[config.mk]
export PLATFORM = sky130hd
export DESIGN_NAME = full_logic_nvc_flat
export DESIGN_NICKNAME = d
export VERILOG_FILES = /design/src/rtl/full_logic_nvc_if.sv /design/src/rtl/full_logic_nvc.sv /design/src/flat_wrapper.sv
export SDC_FILE = /design/constraint.sdc
export NUM_CORES = 1
export LEC_CHECK = 0
export CELL_PAD_IN_SITES_DETAIL_PLACEMENT = 0
export CELL_PAD_IN_SITES_GLOBAL_PLACEMENT = 1
export CORE_MARGIN = 10
export CORE_UTILIZATION = 35
export CTS_CLUSTER_SIZE = 40
export DETAILED_ROUTE_END_ITERATION = 6
export PLACE_DENSITY_LB_ADDON = 0.15
export SLEW_MARGIN = 40
export SYNTH_ARGS = -nofsm -noshare
export SYNTH_HDL_FRONTEND = slang
export SYNTH_HIERARCHICAL = 1
export SYNTH_SLANG_ARGS = --single-unit
[constraint.sdc]
create_clock -name clk -period 7.4 [get_ports clk]
set_clock_uncertainty 0.2 [all_clocks]
set_input_delay 0.74 -clock clk [delete_from_list [all_inputs] [get_ports clk]]
set_output_delay 0.74 -clock clk [all_outputs]
set_load 0.01 [all_outputs]
[src/rtl/full_logic_nvc_if.sv]
// Host-facing bundle for full_logic_nvc: threshold programming, push side,
// per-destination pop/read side and status. Clock and reset stay outside.
interface full_logic_nvc_if #(
    parameter int DATA_WIDTH = 6,
    parameter int NUM_D      = 2,
    parameter int TH_W       = 4
);
    logic                              init;
    logic [TH_W-1:0]                   umbral_MF;
    logic [TH_W-1:0]                   umbral_VC;
    logic [TH_W-1:0]                   umbral_D;
    logic                              push;
    logic [DATA_WIDTH-1:0]             data_in;
    logic [NUM_D-1:0]                  pop;
    logic [NUM_D-1:0][DATA_WIDTH-1:0]  data_out;
    logic [NUM_D-1:0]                  empty;
    logic [NUM_D-1:0]                  almost_empty;
    logic                              main_almost_full;
    logic                              idle_out;
    logic                              active_out;
    logic                              error_out;

    modport master (
        output init, umbral_MF, umbral_VC, umbral_D, push, data_in, pop,
        input  data_out, empty, almost_empty, main_almost_full,
               idle_out, active_out, error_out
    );

    modport slave (
        input  init, umbral_MF, umbral_VC, umbral_D, push, data_in, pop,
        output data_out, empty, almost_empty, main_almost_full,
               idle_out, active_out, error_out
    );
endinterface

[src/rtl/full_logic_nvc.sv]
// Transaction-layer datapath: main FIFO -> per-VC FIFOs -> round-robin ->
// per-destination FIFOs, with threshold backpressure and a status FSM.

// Show-ahead FIFO; callers guarantee no write when full unless reading too.
module nvc_fifo #(
    parameter int W     = 6,
    parameter int DEPTH = 4
) (
    input  logic                     clk,
    input  logic                     reset,
    input  logic                     wr,
    input  logic [W-1:0]             wdata,
    input  logic                     rd,
    output logic [W-1:0]             rdata,
    output logic [$clog2(DEPTH):0]   count
);
    localparam int AW = $clog2(DEPTH);

    logic [W-1:0]  mem [DEPTH];
    logic [AW-1:0] wp, rp;

    // Storage is not reset; only pointers and count define contents.
    always_ff @(posedge clk) begin
        if (wr) mem[wp] <= wdata;
    end

    // Pointer and occupancy bookkeeping.
    always_ff @(posedge clk) begin
        if (reset) begin
            wp    <= '0;
            rp    <= '0;
            count <= '0;
        end else begin
            if (wr) wp <= wp + 1'b1;
            if (rd) rp <= rp + 1'b1;
            case ({wr, rd})
                2'b10:   count <= count + 1'b1;
                2'b01:   count <= count - 1'b1;
                default: count <= count;
            endcase
        end
    end

    assign rdata = mem[rp];
endmodule

module full_logic_nvc #(
    parameter int DATA_WIDTH = 6,
    parameter int NUM_VC     = 2,
    parameter int NUM_D      = 2,
    parameter int MAIN_DEPTH = 4,
    parameter int VC_DEPTH   = 16,
    parameter int D_DEPTH    = 4,
    parameter int TH_W       = 4
) (
    input  logic             clk,
    input  logic             reset,
    full_logic_nvc_if.slave  bus
);
    localparam int DW  = $clog2(NUM_D);
    localparam int VW  = $clog2(NUM_VC);
    localparam int MAW = $clog2(MAIN_DEPTH);
    localparam int VAW = $clog2(VC_DEPTH);
    localparam int DAW = $clog2(D_DEPTH);

    typedef enum logic [2:0] {S_RESET, S_INIT, S_IDLE, S_ACTIVE, S_ERROR} state_t;

    state_t state, state_n;
    logic [TH_W-1:0] th_mf, th_vc, th_d;
    logic [VW-1:0]   rr;

    logic [DATA_WIDTH-1:0]              m_head;
    logic [MAW:0]                       m_cnt;
    logic [VW-1:0]                      m_vc;
    logic                               mv, push_ok, push_drop, pop_err, run, xfer_en, any_cnt;
    logic [NUM_VC-1:0][DATA_WIDTH-1:0]  vc_head;
    logic [NUM_VC-1:0][VAW:0]           vc_cnt;
    logic [NUM_VC-1:0][DW-1:0]          vc_dst;
    logic [NUM_VC-1:0]                  vc_wr, vc_rd, vc_af, elig;
    logic [NUM_D-1:0][DATA_WIDTH-1:0]   d_head;
    logic [NUM_D-1:0][DAW:0]            d_cnt;
    logic [NUM_D-1:0]                   d_wr, d_rd, d_af;
    logic                               gnt_vld;
    logic [VW-1:0]                      gnt;

    assign run     = (state == S_IDLE) || (state == S_ACTIVE);
    assign xfer_en = (state != S_ERROR);

    // Main stage: head moves to its VC unless that VC is almost full.
    assign m_vc      = m_head[DATA_WIDTH-DW-1 -: VW];
    assign mv        = xfer_en && (m_cnt != '0) && !vc_af[m_vc];
    assign push_ok   = run && bus.push && ((32'(m_cnt) < MAIN_DEPTH) || mv);
    assign push_drop = run && bus.push && (32'(m_cnt) == MAIN_DEPTH) && !mv;
    assign pop_err   = run && |(bus.pop & bus.empty);

    assign bus.main_almost_full = (32'(m_cnt) + 32'(th_mf)) >= MAIN_DEPTH;

    nvc_fifo #(.W(DATA_WIDTH), .DEPTH(MAIN_DEPTH)) u_main (
        .clk(clk), .reset(reset), .wr(push_ok), .wdata(bus.data_in),
        .rd(mv), .rdata(m_head), .count(m_cnt)
    );

    genvar v, k;
    generate
        for (v = 0; v < NUM_VC; v++) begin : g_vc
            assign vc_dst[v] = vc_head[v][DATA_WIDTH-1 -: DW];
            assign vc_af[v]  = (32'(vc_cnt[v]) + 32'(th_vc)) >= VC_DEPTH;
            assign elig[v]   = xfer_en && (vc_cnt[v] != '0) && !d_af[vc_dst[v]];
            assign vc_wr[v]  = mv && (m_vc == VW'(v));
            assign vc_rd[v]  = gnt_vld && (gnt == VW'(v));
            nvc_fifo #(.W(DATA_WIDTH), .DEPTH(VC_DEPTH)) u_vc (
                .clk(clk), .reset(reset), .wr(vc_wr[v]), .wdata(m_head),
                .rd(vc_rd[v]), .rdata(vc_head[v]), .count(vc_cnt[v])
            );
        end

        for (k = 0; k < NUM_D; k++) begin : g_d
            assign d_af[k] = (32'(d_cnt[k]) + 32'(th_d)) >= D_DEPTH;
            assign d_wr[k] = gnt_vld && (vc_dst[gnt] == DW'(k));
            assign d_rd[k] = bus.pop[k] && (d_cnt[k] != '0);
            nvc_fifo #(.W(DATA_WIDTH), .DEPTH(D_DEPTH)) u_d (
                .clk(clk), .reset(reset), .wr(d_wr[k]), .wdata(vc_head[gnt]),
                .rd(d_rd[k]), .rdata(d_head[k]), .count(d_cnt[k])
            );
            assign bus.empty[k]        = (d_cnt[k] == '0);
            assign bus.data_out[k]     = bus.empty[k] ? '0 : d_head[k];
            // Held low in RESET so the post-reset output image is all zeros.
            assign bus.almost_empty[k] = (state != S_RESET) && (32'(d_cnt[k]) <= 32'(th_d));
        end
    endgenerate

    // Round-robin grant: first eligible VC after the last winner.
    always_comb begin
        logic [VW-1:0] idx;
        gnt_vld = 1'b0;
        gnt     = '0;
        idx     = '0;
        for (int i = 1; i <= NUM_VC; i++) begin
            idx = rr + VW'(i);
            if (!gnt_vld && elig[idx]) begin
                gnt_vld = 1'b1;
                gnt     = idx;
            end
        end
    end

    // Any occupancy anywhere, from the registered counts.
    always_comb begin
        any_cnt = (m_cnt != '0);
        for (int i = 0; i < NUM_VC; i++) any_cnt |= (vc_cnt[i] != '0);
        for (int i = 0; i < NUM_D; i++)  any_cnt |= (d_cnt[i] != '0);
    end

    // Arbiter pointer and thresholds, latched continuously while in INIT.
    always_ff @(posedge clk) begin
        if (reset) begin
            rr    <= VW'(NUM_VC - 1);
            th_mf <= '0;
            th_vc <= '0;
            th_d  <= '0;
        end else begin
            if (gnt_vld) rr <= gnt;
            if (state == S_INIT) begin
                th_mf <= bus.umbral_MF;
                th_vc <= bus.umbral_VC;
                th_d  <= bus.umbral_D;
            end
        end
    end

    // State register.
    always_ff @(posedge clk) begin
        if (reset) state <= S_RESET;
        else       state <= state_n;
    end

    // Next state: errors win over init; ERROR is sticky until reset.
    always_comb begin
        state_n = state;
        case (state)
            S_RESET:  state_n = S_INIT;
            S_INIT:   state_n = bus.init ? S_INIT : S_IDLE;
            S_IDLE, S_ACTIVE: begin
                if (push_drop || pop_err) state_n = S_ERROR;
                else if (bus.init)        state_n = S_INIT;
                else if (any_cnt)         state_n = S_ACTIVE;
                else                      state_n = S_IDLE;
            end
            default:  state_n = S_ERROR;
        endcase
    end

    assign bus.idle_out   = (state == S_IDLE);
    assign bus.active_out = (state == S_ACTIVE);
    assign bus.error_out  = (state == S_ERROR);
endmodule

[src/flat_wrapper.sv]
// flat-port wrapper written by rule: the top's interface ports become plain ports
module full_logic_nvc_flat 
#(
    parameter int DATA_WIDTH = 6,
    parameter int NUM_VC     = 2,
    parameter int NUM_D      = 2,
    parameter int MAIN_DEPTH = 4,
    parameter int VC_DEPTH   = 16,
    parameter int D_DEPTH    = 4,
    parameter int TH_W       = 4
)
  (clk, reset, bus_init, bus_umbral_MF, bus_umbral_VC, bus_umbral_D, bus_push, bus_data_in, bus_pop, bus_data_out, bus_empty, bus_almost_empty, bus_main_almost_full, bus_idle_out, bus_active_out, bus_error_out);
  full_logic_nvc_if #(.DATA_WIDTH(DATA_WIDTH), .NUM_D(NUM_D), .TH_W(TH_W)) bus_i ();
  input  logic clk;
  input  logic reset;
  input wire logic [$bits(bus_i.init)-1:0] bus_init;
  input wire logic [$bits(bus_i.umbral_MF)-1:0] bus_umbral_MF;
  input wire logic [$bits(bus_i.umbral_VC)-1:0] bus_umbral_VC;
  input wire logic [$bits(bus_i.umbral_D)-1:0] bus_umbral_D;
  input wire logic [$bits(bus_i.push)-1:0] bus_push;
  input wire logic [$bits(bus_i.data_in)-1:0] bus_data_in;
  input wire logic [$bits(bus_i.pop)-1:0] bus_pop;
  output wire logic [$bits(bus_i.data_out)-1:0] bus_data_out;
  output wire logic [$bits(bus_i.empty)-1:0] bus_empty;
  output wire logic [$bits(bus_i.almost_empty)-1:0] bus_almost_empty;
  output wire logic [$bits(bus_i.main_almost_full)-1:0] bus_main_almost_full;
  output wire logic [$bits(bus_i.idle_out)-1:0] bus_idle_out;
  output wire logic [$bits(bus_i.active_out)-1:0] bus_active_out;
  output wire logic [$bits(bus_i.error_out)-1:0] bus_error_out;
  assign bus_i.init = bus_init;
  assign bus_i.umbral_MF = bus_umbral_MF;
  assign bus_i.umbral_VC = bus_umbral_VC;
  assign bus_i.umbral_D = bus_umbral_D;
  assign bus_i.push = bus_push;
  assign bus_i.data_in = bus_data_in;
  assign bus_i.pop = bus_pop;
  assign bus_data_out = bus_i.data_out;
  assign bus_empty = bus_i.empty;
  assign bus_almost_empty = bus_i.almost_empty;
  assign bus_main_almost_full = bus_i.main_almost_full;
  assign bus_idle_out = bus_i.idle_out;
  assign bus_active_out = bus_i.active_out;
  assign bus_error_out = bus_i.error_out;
  full_logic_nvc #(.DATA_WIDTH(DATA_WIDTH), .NUM_VC(NUM_VC), .NUM_D(NUM_D), .MAIN_DEPTH(MAIN_DEPTH), .VC_DEPTH(VC_DEPTH), .D_DEPTH(D_DEPTH), .TH_W(TH_W)) u_core (.clk(clk), .reset(reset), .bus(bus_i));
endmodule
==> impl_metrics.sql, run 1 <==
INSERT INTO impl_metrics (metric_group, metric, value, unit) VALUES
('layout', 'drive_gt1_frac', '0.1307', ''),
('timing', 'finalMaxSlewViolations', '0', ''),
('floorplanning', 'design.die.area', '50150', 'sq um'),
('route', 'detail-route-antenna-nets', '0', ''),
('run_status', 'status', 'finished clean', ''),
('pwr', 'ir_worst_vdd', '205.1', 'uV'),
('logic_synthesis', 'synthArstFlopShare', '0', ''),
('route', 'wire_per_inst', '19.19', 'um'),
('setup_path', 'crit_path_cell_trace', 'buf_4 > mux4_1 > a22oi_1 > nand2_1 > o2111a_2 > a21oi_4 > a22o_2 > inv_1 > ha_1 > fa_1 > xnor2_1 > or3_1 > a21oi_1', ''),
('route', 'post-route-drc-count', '0', ''),
('clock_network', 'ctsLongestPathBuffers', '3', ''),
('timing', 'timing_hold_violations_final', '0', ''),
('layout', 'count_of_fill_cells_added_during_filler_insertion', '3719', ''),
('clock_network', 'clock_tree_from_tritoncts', 'built', ''),
('route', 'via_count', '7522', ''),
('global_route', 'grt-ovfl-total', '0', ''),
('route', 'dr.first_iter.drc_count', '436', ''),
('pwr', 'cellLeakagePower', '0.005768', 'uW'),
('logic_synthesis', 'postSynthNetCount', '992', ''),
('global_route', 'grt.met2_usage', '0.1898', ''),
('global_route', 'largest_net_degree_at_the_start_of_global_routing', '75', ''),
('pwr', 'power.density', '400.7', 'nW/um^2'),
('logic_synthesis', 'synth-seq-area-share', '0.6505', ''),
('layout', 'antenna_cells', '0', ''),
('global_route', 'initial_antenna_violation_count', '0', ''),
('setup_path', 'worst_path_largest_cell_delay', '0.66', 'ns'),
('layout', 'postLayoutCoreUtil', '0.4108', ''),
('floorplanning', 'die_h', '223.9', 'um'),
('global_route', 'grt_pass1_wl', '46660', 'um'),
('placed_design', 'dpl.cell_count', '1458', ''),
('setup_path', 'timing.critical_path.required', '7.67', 'ns'),
('route', 'viasPerCell', '4.926', ''),
('floorplanning', 'fp-row-count', '74', ''),
('setup_path', 'critPathMaxFanout', '14', ''),
('logic_synthesis', 'postSynthRegisterBits', '341', ''),
('logic_synthesis', 'synth_area_per_cell', '16.03', 'sq um'),
('clock_network', 'htree_levels', '2', ''),
('global_route', 'grt_use_met3', '0.02273', ''),
('route', 'first_pass_iters', '5', ''),
('timing', 'period_share', '0.6039', ''),
('layout', 'area_growth', '15.75', '%'),
('timing', 'fmax', '223.8', 'MHz'),
('setup_path', 'worstRegToRegCells', '13', ''),
('clock_network', 'clock_pin_slew_on_the_worst_setup_and_hold_paths', '0.06', 'ns'),
('clock_network', 'cts_num_sinks', '341', ''),
('clock_network', 'numCtsBuffers', '38', ''),
('setup_path', 'crit_path_top_delay_cell', 'sky130_fd_sc_hd__dfxtp_1', ''),
('timing', 'setup-tns-final', '0', 'ns'),
('route', 'wl', '29300', 'um'),
('timing', 'unrepaired_setup_endpoints_after_global_routing', 'false', ''),
('timing', 'slew_headroom', '0.4983', ''),
('logic_synthesis', 'dominant_register_cell_in_the_synthesized_netlist', 'sky130_fd_sc_hd__edfxtp_1', ''),
('timing', 'final_period_minus_worst_setup_slack', '4.469', 'ns'),
('setup_path', 'critical_path_class', 'reg -> reg', ''),
('placed_design', 'portBuffers', '43', ''),
('logic_synthesis', 'synthesis.yosys.warnings', '6', ''),
('min_path', 'depth_of_the_worst_hold_timing_path', '2', ''),
('global_route', 'first_global_vias', '7832', ''),
('global_route', 'grt-busiest-layer', 'met2', ''),
('clock_network', 'cts_root_buffer', 'sky130_fd_sc_hd__clkbuf_16', ''),
('min_path', 'type_of_the_worst_min_delay_path', 'reg -> reg', ''),
('setup_path', 'cp.arrival', '4.74', 'ns'),
('floorplanning', 'fp.dieW', '223.9', 'um'),
('timing', 'setup_viol', '0', ''),
('clock_network', 'cts_resized', '0', ''),
('logic_synthesis', 'syn-instance-count', '908', ''),
('floorplanning', 'core_region_area', '41020', 'sq um'),
('placed_design', 'detailedPlacementHpwl', '19510', 'um'),
('clock_network', 'post_cts_buffers', '0', ''),
('layout', 'finish.net_count', '1050', ''),
('layout', 'post_layout_nonfiller_instances', '1527', '');
cells by family after synthesis:
group / Yosys count / share of synthesized area
DFF: 341 / 0.6505
and+or+nand+nor: 228 / 0.08139
muxes: 95 / 0.1288
AOI/OAI and AO/OA: 80 / 0.03911
buffers and inverters: 69 / 0.02449
adders and majority gates: 60 / 0.05466
xor gates and xnor gates: 35 / 0.02106
path summary, 6_finish.rpt:
kind	slack (ns)	start	to
worst max-delay path	2.93	register	u_core/g_d[1].u_d/count[2]
worst min-delay path	0.30	u_core/th_mf[3]	u_core/th_mf[3]
worst max register to register	2.93	register	u_core/g_d[1].u_d/count[2]
worst min register to register	0.30	u_core/th_mf[3]	u_core/th_mf[3]
synth_stat cells (all sizes together) (2+ instances only):
master   count  area (sq um)
a211o        3         26.28
a21o         2         15.01
a21oi       19         106.4
a22o         3         28.78
a22oi       24         180.2
a311oi       2         17.52
a31oi        2         12.51
and2        47         294.0
and2b        2         16.27
and3         2         12.51
buf         17         156.4
clkbuf      18         72.57
dfxtp       77          1541
edfxtp     264          7928
fa           6         120.1
ha          54         675.7
inv         34         127.6
mux2         7         78.83
mux2i       22         220.2
mux4        66          1577
nand2       28         105.1
nand3b       3         22.52
nand4        6         37.54
nand4b       2         17.52
nand4bb      2         22.52
nor2        77         289.0
nor2b       24         150.1
nor3        15         75.07
nor3b        5         42.54
nor4         3         18.77
nor4b        2         17.52
o211ai       6         50.05
o21ai       10         50.05
o31ai        2         15.01
or3          7         43.79
or4          2         15.01
xnor2       13         113.9
xor2        22         192.7
state kept, by name, summed over array words and instances (netlist names), 2 cells and up, named ones only:
name / count
u_core/g_vc.u_vc/mem: 192
u_core/g_d.u_d/mem: 48
u_core/u_main/mem: 24
u_core/g_vc.u_vc/count: 10
u_core/g_vc.u_vc/rp: 8
u_core/g_vc.u_vc/wp: 8
u_core/g_d.u_d/count: 6
u_core/g_d.u_d/rp: 4
u_core/g_d.u_d/wp: 4
u_core/th_d: 4
u_core/th_mf: 4
u_core/th_vc: 4
u_core/state: 3
u_core/u_main/count: 3
u_core/u_main/rp: 2
u_core/u_main/wp: 2
worst max-delay path: cells and delay by family (launching register included):
kind	cells	cell delay, ns
adder cells (fa/ha/maj)	2	0.64
AND/OR/NAND/NOR	2	0.52
AO/OA/AOI/OAI	5	1.50
flip-flops	1	0.66
multiplexers	1	0.33
XOR/XNOR	1	0.15
buffers and inverters	2	0.39
where the power goes:
group | leakage, uW | switching (uW) | internal [uW]
Sequential | 0.00301 | 201 | 2510
Combinational | 0.00210 | 1150 | 885
Clock | 0.000658 | 759 | 1250
Total | 0.00577 | 2110 | 4640
layer usage:
metal	part of all wire	wire (um)	vias to the layer above
met5	0	0	-
met2	0.47	13710	105
met4	0.025	736	0
met3	0.034	1007	51
li1	-	-	3594
met1	0.47	13850	3772
layout make-up:
cell class | count | area, sq um | share of cell area
Multi-Input combinational cell | 498 | 4737 | 0.2811
Timing Repair Buffer | 53 | 504.2 | 0.02992
Inverter | 34 | 127.6 | 0.007573
Tap cell | 532 | 665.6 | 0.03950
Clock inverter | 21 | 305.3 | 0.01812
Clock buffer | 48 | 1040 | 0.06170
Sequential cell | 341 | 9472 | 0.5621
per-stage QoR:
step / power [uW] / area (sq um) / hold WS, ns / setup slack [ns]
floorplan: 4152 / 14560 / 0.2532 / 3.568
global placement: 4810 / 15490 / 0.2763 / 2.562
detailed placement: 4836 / 15500 / 0.2873 / 2.663
CTS: 6878 / 16850 / 0.3092 / 2.638
global route: 7188 / 16850 / 0.3425 / 2.569
finish: 6753 / 16850 / 0.2958 / 2.931
cells in the final DEF, fill, tap and decap left out, types with 3 or more instances in the layout:
master,instances
sky130_fd_sc_hd__nor3_1,15
sky130_fd_sc_hd__edfxtp_1,264
sky130_fd_sc_hd__nand3b_1,3
sky130_fd_sc_hd__and2_1,47
sky130_fd_sc_hd__mux4_1,24
sky130_fd_sc_hd__xnor2_1,13
sky130_fd_sc_hd__buf_4,9
sky130_fd_sc_hd__clkbuf_16,39
sky130_fd_sc_hd__xor2_1,22
sky130_fd_sc_hd__clkinv_1,4
sky130_fd_sc_hd__mux4_2,42
sky130_fd_sc_hd__clkbuf_1,6
sky130_fd_sc_hd__clkbuf_8,3
sky130_fd_sc_hd__nor2_1,77
sky130_fd_sc_hd__clkdlybuf4s50_1,42
sky130_fd_sc_hd__a21oi_1,18
sky130_fd_sc_hd__fa_1,6
sky130_fd_sc_hd__dfxtp_1,75
sky130_fd_sc_hd__or3_1,7
sky130_fd_sc_hd__nor4_1,3
sky130_fd_sc_hd__nor3b_1,3
sky130_fd_sc_hd__nand4_1,6
sky130_fd_sc_hd__mux2i_1,22
sky130_fd_sc_hd__o21ai_0,10
sky130_fd_sc_hd__nor2b_1,24
sky130_fd_sc_hd__clkinv_4,3
sky130_fd_sc_hd__a211o_1,3
sky130_fd_sc_hd__clkinv_2,4
sky130_fd_sc_hd__mux2_2,7
sky130_fd_sc_hd__o211ai_1,5
sky130_fd_sc_hd__nand2_1,28
sky130_fd_sc_hd__a22oi_1,24
sky130_fd_sc_hd__inv_1,34
sky130_fd_sc_hd__bufinv_16,7
sky130_fd_sc_hd__ha_1,54
Power figures use the tool's default switching activity.
==> run 2, diff against run 1 <==
- clock period: 7.4 -> 4.5 ns (I/O delays scaled with it)
==> impl_metrics.sql, run 2 (synthesis gave the netlist of run 1 again) <==
INSERT INTO impl_metrics (metric_group, metric, value, unit) VALUES
('pwr', 'power.density', '648.4', 'nW/um^2'),
('route', 'detail-route-antenna-nets', '0', ''),
('floorplanning', 'fp.dieW', '223.9', 'um'),
('setup_path', 'crit_path_top_delay_cell', 'sky130_fd_sc_hd__dfxtp_1', ''),
('layout', 'finish.net_count', '1060', ''),
('layout', 'layout.cell_area.non_filler', '16820', 'sq um'),
('clock_network', 'htree_levels', '2', ''),
('route', 'via_count', '7406', ''),
('timing', 'unrepaired_setup_endpoints_after_global_routing', 'false', ''),
('min_path', 'depth_of_the_worst_hold_timing_path', '2', ''),
('layout', 'drive_gt1_frac', '0.1302', ''),
('setup_path', 'critical_path_class', 'reg -> reg', ''),
('route', 'post-route-drc-count', '0', ''),
('clock_network', 'clock_tree_from_tritoncts', 'built', ''),
('setup_path', 'critPathMaxFanout', '8', ''),
('pwr', 'ir_worst_vdd', '305.3', 'uV'),
('placed_design', 'detailedPlacementHpwl', '19640', 'um'),
('global_route', 'initial_antenna_violation_count', '0', ''),
('clock_network', 'clock_pin_slew_on_the_worst_setup_and_hold_paths', '0.06', 'ns'),
('setup_path', 'worstReg2RegEnd', 'u_core/g_d[0].u_d/count[2]', ''),
('global_route', 'grt_use_total', '0.1177', ''),
('floorplanning', 'core_region_area', '41020', 'sq um'),
('min_path', 'type_of_the_worst_min_delay_path', 'in -> reg', ''),
('clock_network', 'numCtsBuffers', '38', ''),
('layout', 'postLayoutCoreUtil', '0.4100', ''),
('layout', 'largest_register', 'u_core/g_vc.u_vc/mem', ''),
('timing', 'period_share', '0.9146', ''),
('global_route', 'largest_net_degree_at_the_start_of_global_routing', '45', ''),
('global_route', 'first_global_vias', '7810', ''),
('route', 'viasPerCell', '4.815', ''),
('route', 'wl', '29310', 'um'),
('route', 'dr.first_iter.drc_count', '367', ''),
('timing', 'slew_headroom', '0.5441', ''),
('clock_network', 'cts_num_sinks', '341', ''),
('route', 'wire_per_inst', '19.06', 'um'),
('min_path', 'hold_end', 'u_core/th_mf[3]', ''),
('pwr', 'cellLeakagePower', '0.005755', 'uW'),
('layout', 'antenna_cells', '0', ''),
('floorplanning', 'design.die.area', '50150', 'sq um'),
('timing', 'worst-slew-pin-transition', '0.6839', 'ns'),
('global_route', 'grt-ovfl-total', '0', ''),
('timing', 'timing_hold_violations_final', '0', ''),
('layout', 'largest_register_ff_count', '192', ''),
('setup_path', 'cp.arrival', '4.38', 'ns'),
('setup_path', 'critical-path-top-delay-family', 'compound AO/OA/AOI/OAI gates', ''),
('setup_path', 'timing.critical_path.required', '4.76', 'ns'),
('layout', 'largestRegisters', 'u_core/g_vc.u_vc/mem x192, u_core/g_d.u_d/mem x48, u_core/u_main/mem x24', ''),
('layout', 'layout.cells.most_common_list', 'sky130_fd_sc_hd__edfxtp_1, sky130_fd_sc_hd__nor2_1, sky130_fd_sc_hd__dfxtp_1', ''),
('setup_path', 'worst_setup_path_end_kind', 'register', ''),
('pwr', 'overall_power', '10900', 'uW'),
('global_route', 'grt_pass1_wl', '46310', 'um'),
('layout', 'most_common_library_cell_in_the_layout_ignoring_fill_and_taps', 'sky130_fd_sc_hd__edfxtp_1', ''),
('setup_path', 'worst-r2r-setup-slack', '0.38', 'ns'),
('timing', 'setup_viol', '0', ''),
('placed_design', 'portBuffers', '43', ''),
('timing', 'final_period_minus_worst_setup_slack', '4.116', 'ns'),
('setup_path', 'worst_path_largest_cell_delay', '0.44', 'ns'),
('setup_path', 'crit_path_start', 'u_core/g_d[0].u_d/count[0]', ''),
('layout', 'area_growth', '15.51', '%'),
('timing', 'finalMaxSlewViolations', '0', ''),
('clock_network', 'insertion_delay', '0.53', 'ns'),
('setup_path', 'worstRegToRegCells', '14', ''),
('setup_path', 'start_kind', 'register', ''),
('run_status', 'status', 'finished clean', ''),
('setup_path', 'crit_path_cell_trace', 'ha_1 > inv_1 > fa_1 > or4_1 > o22ai_1 > o2111a_2 > o21a_2 > a22o_2 > inv_1 > ha_1 > fa_1 > xnor2_1 > or3_1 > a21oi_1', ''),
('clock_network', 'ctsLongestPathBuffers', '3', ''),
('min_path', 'hp-start', 'reset', ''),
('floorplanning', 'fp-row-count', '74', ''),
('setup_path', 'path_buf_inv', '2', ''),
('run', 'timing.max_cap.violations', '0', ''),
('clock_network', 'post_cts_buffers', '0', ''),
('timing', 'fmax', '243.0', 'MHz'),
('placed_design', 'placed_area', '15570', 'sq um'),
('timing', 'setup-tns-final', '0', 'ns'),
('clock_network', 'cts_root_buffer', 'sky130_fd_sc_hd__clkbuf_16', ''),
('setup_path', 'r2r-start', 'u_core/g_d[0].u_d/count[0]', ''),
('placed_design', 'place_congestion', '0.7176', ''),
('route', 'first_pass_iters', '4', ''),
('floorplanning', 'die_h', '223.9', 'um'),
('floorplanning', 'initial_cell_density_of_the_core', '0.3549', ''),
('floorplanning', 'io-pin-count', '44', '');
-- run 2: area by class of cell --
| class | instances | area [sq um] |
|---|---|---|
| fillers | 3782 | 24200 |
| flip-flops and latches | 341 | 9469 |
| multi-input cells | 498 | 4736 |
| clock buffers | 49 | 1013 |
| well taps | 532 | 665.6 |
| repair buffers | 63 | 578.1 |
| clock inverters | 21 | 226.5 |
| inverters | 34 | 127.6 |
-- run 2: through the flow --
step           std cells  hold slack [ns]  setup WS [ns]
2_1_floorplan        908           0.2532         0.6681
4_1_cts             1538           0.1601         0.2299
5_1_grt             1538           0.2056        0.09942
3_3_place_gp        1468           0.2705         0.2696
3_5_place_dp        1468           0.2810         0.2661
6_report            1538           0.1736         0.3842
-- run 2: worst max path at each step --
stage / to / slack (ns) / cells past startpoint
3_5_place_dp: u_core/g_d[0].u_d/count[2] / 0.27 / 14
2_1_floorplan: u_core/g_d[0].u_d/count[2] / 0.67 / 14
6_report: u_core/g_d[0].u_d/count[2] / 0.38 / 14
5_1_grt: u_core/g_d[0].u_d/count[2] / 0.1 / 14
4_1_cts: u_core/g_d[0].u_d/count[2] / 0.23 / 14
3_3_place_gp: u_core/g_d[0].u_d/count[2] / 0.27 / 14
-- run 2: per-layer routing --
layer | global-route usage | part of all wire
met1 | 0.1588 | 0.48
met2 | 0.1911 | 0.48
met3 | 0.02221 | 0.030
met4 | 0.03159 | 0.017
met5 | 0 | 0
-- run 2: power by group --
group,total [uW],switching (uW),internal [uW]
combinational,3440,1940,1500
clock,3050,1220,1830
sequential,4410,278,4130
total,10900,3440,7460
-- run 2: what timing repair did --
| action | CTS | global route |
|---|---|---|
| setup endpoints to repair | 0 | 4 |
| gates resized for setup | 0 | 2 |
| hold buffers | 0 | 0 |
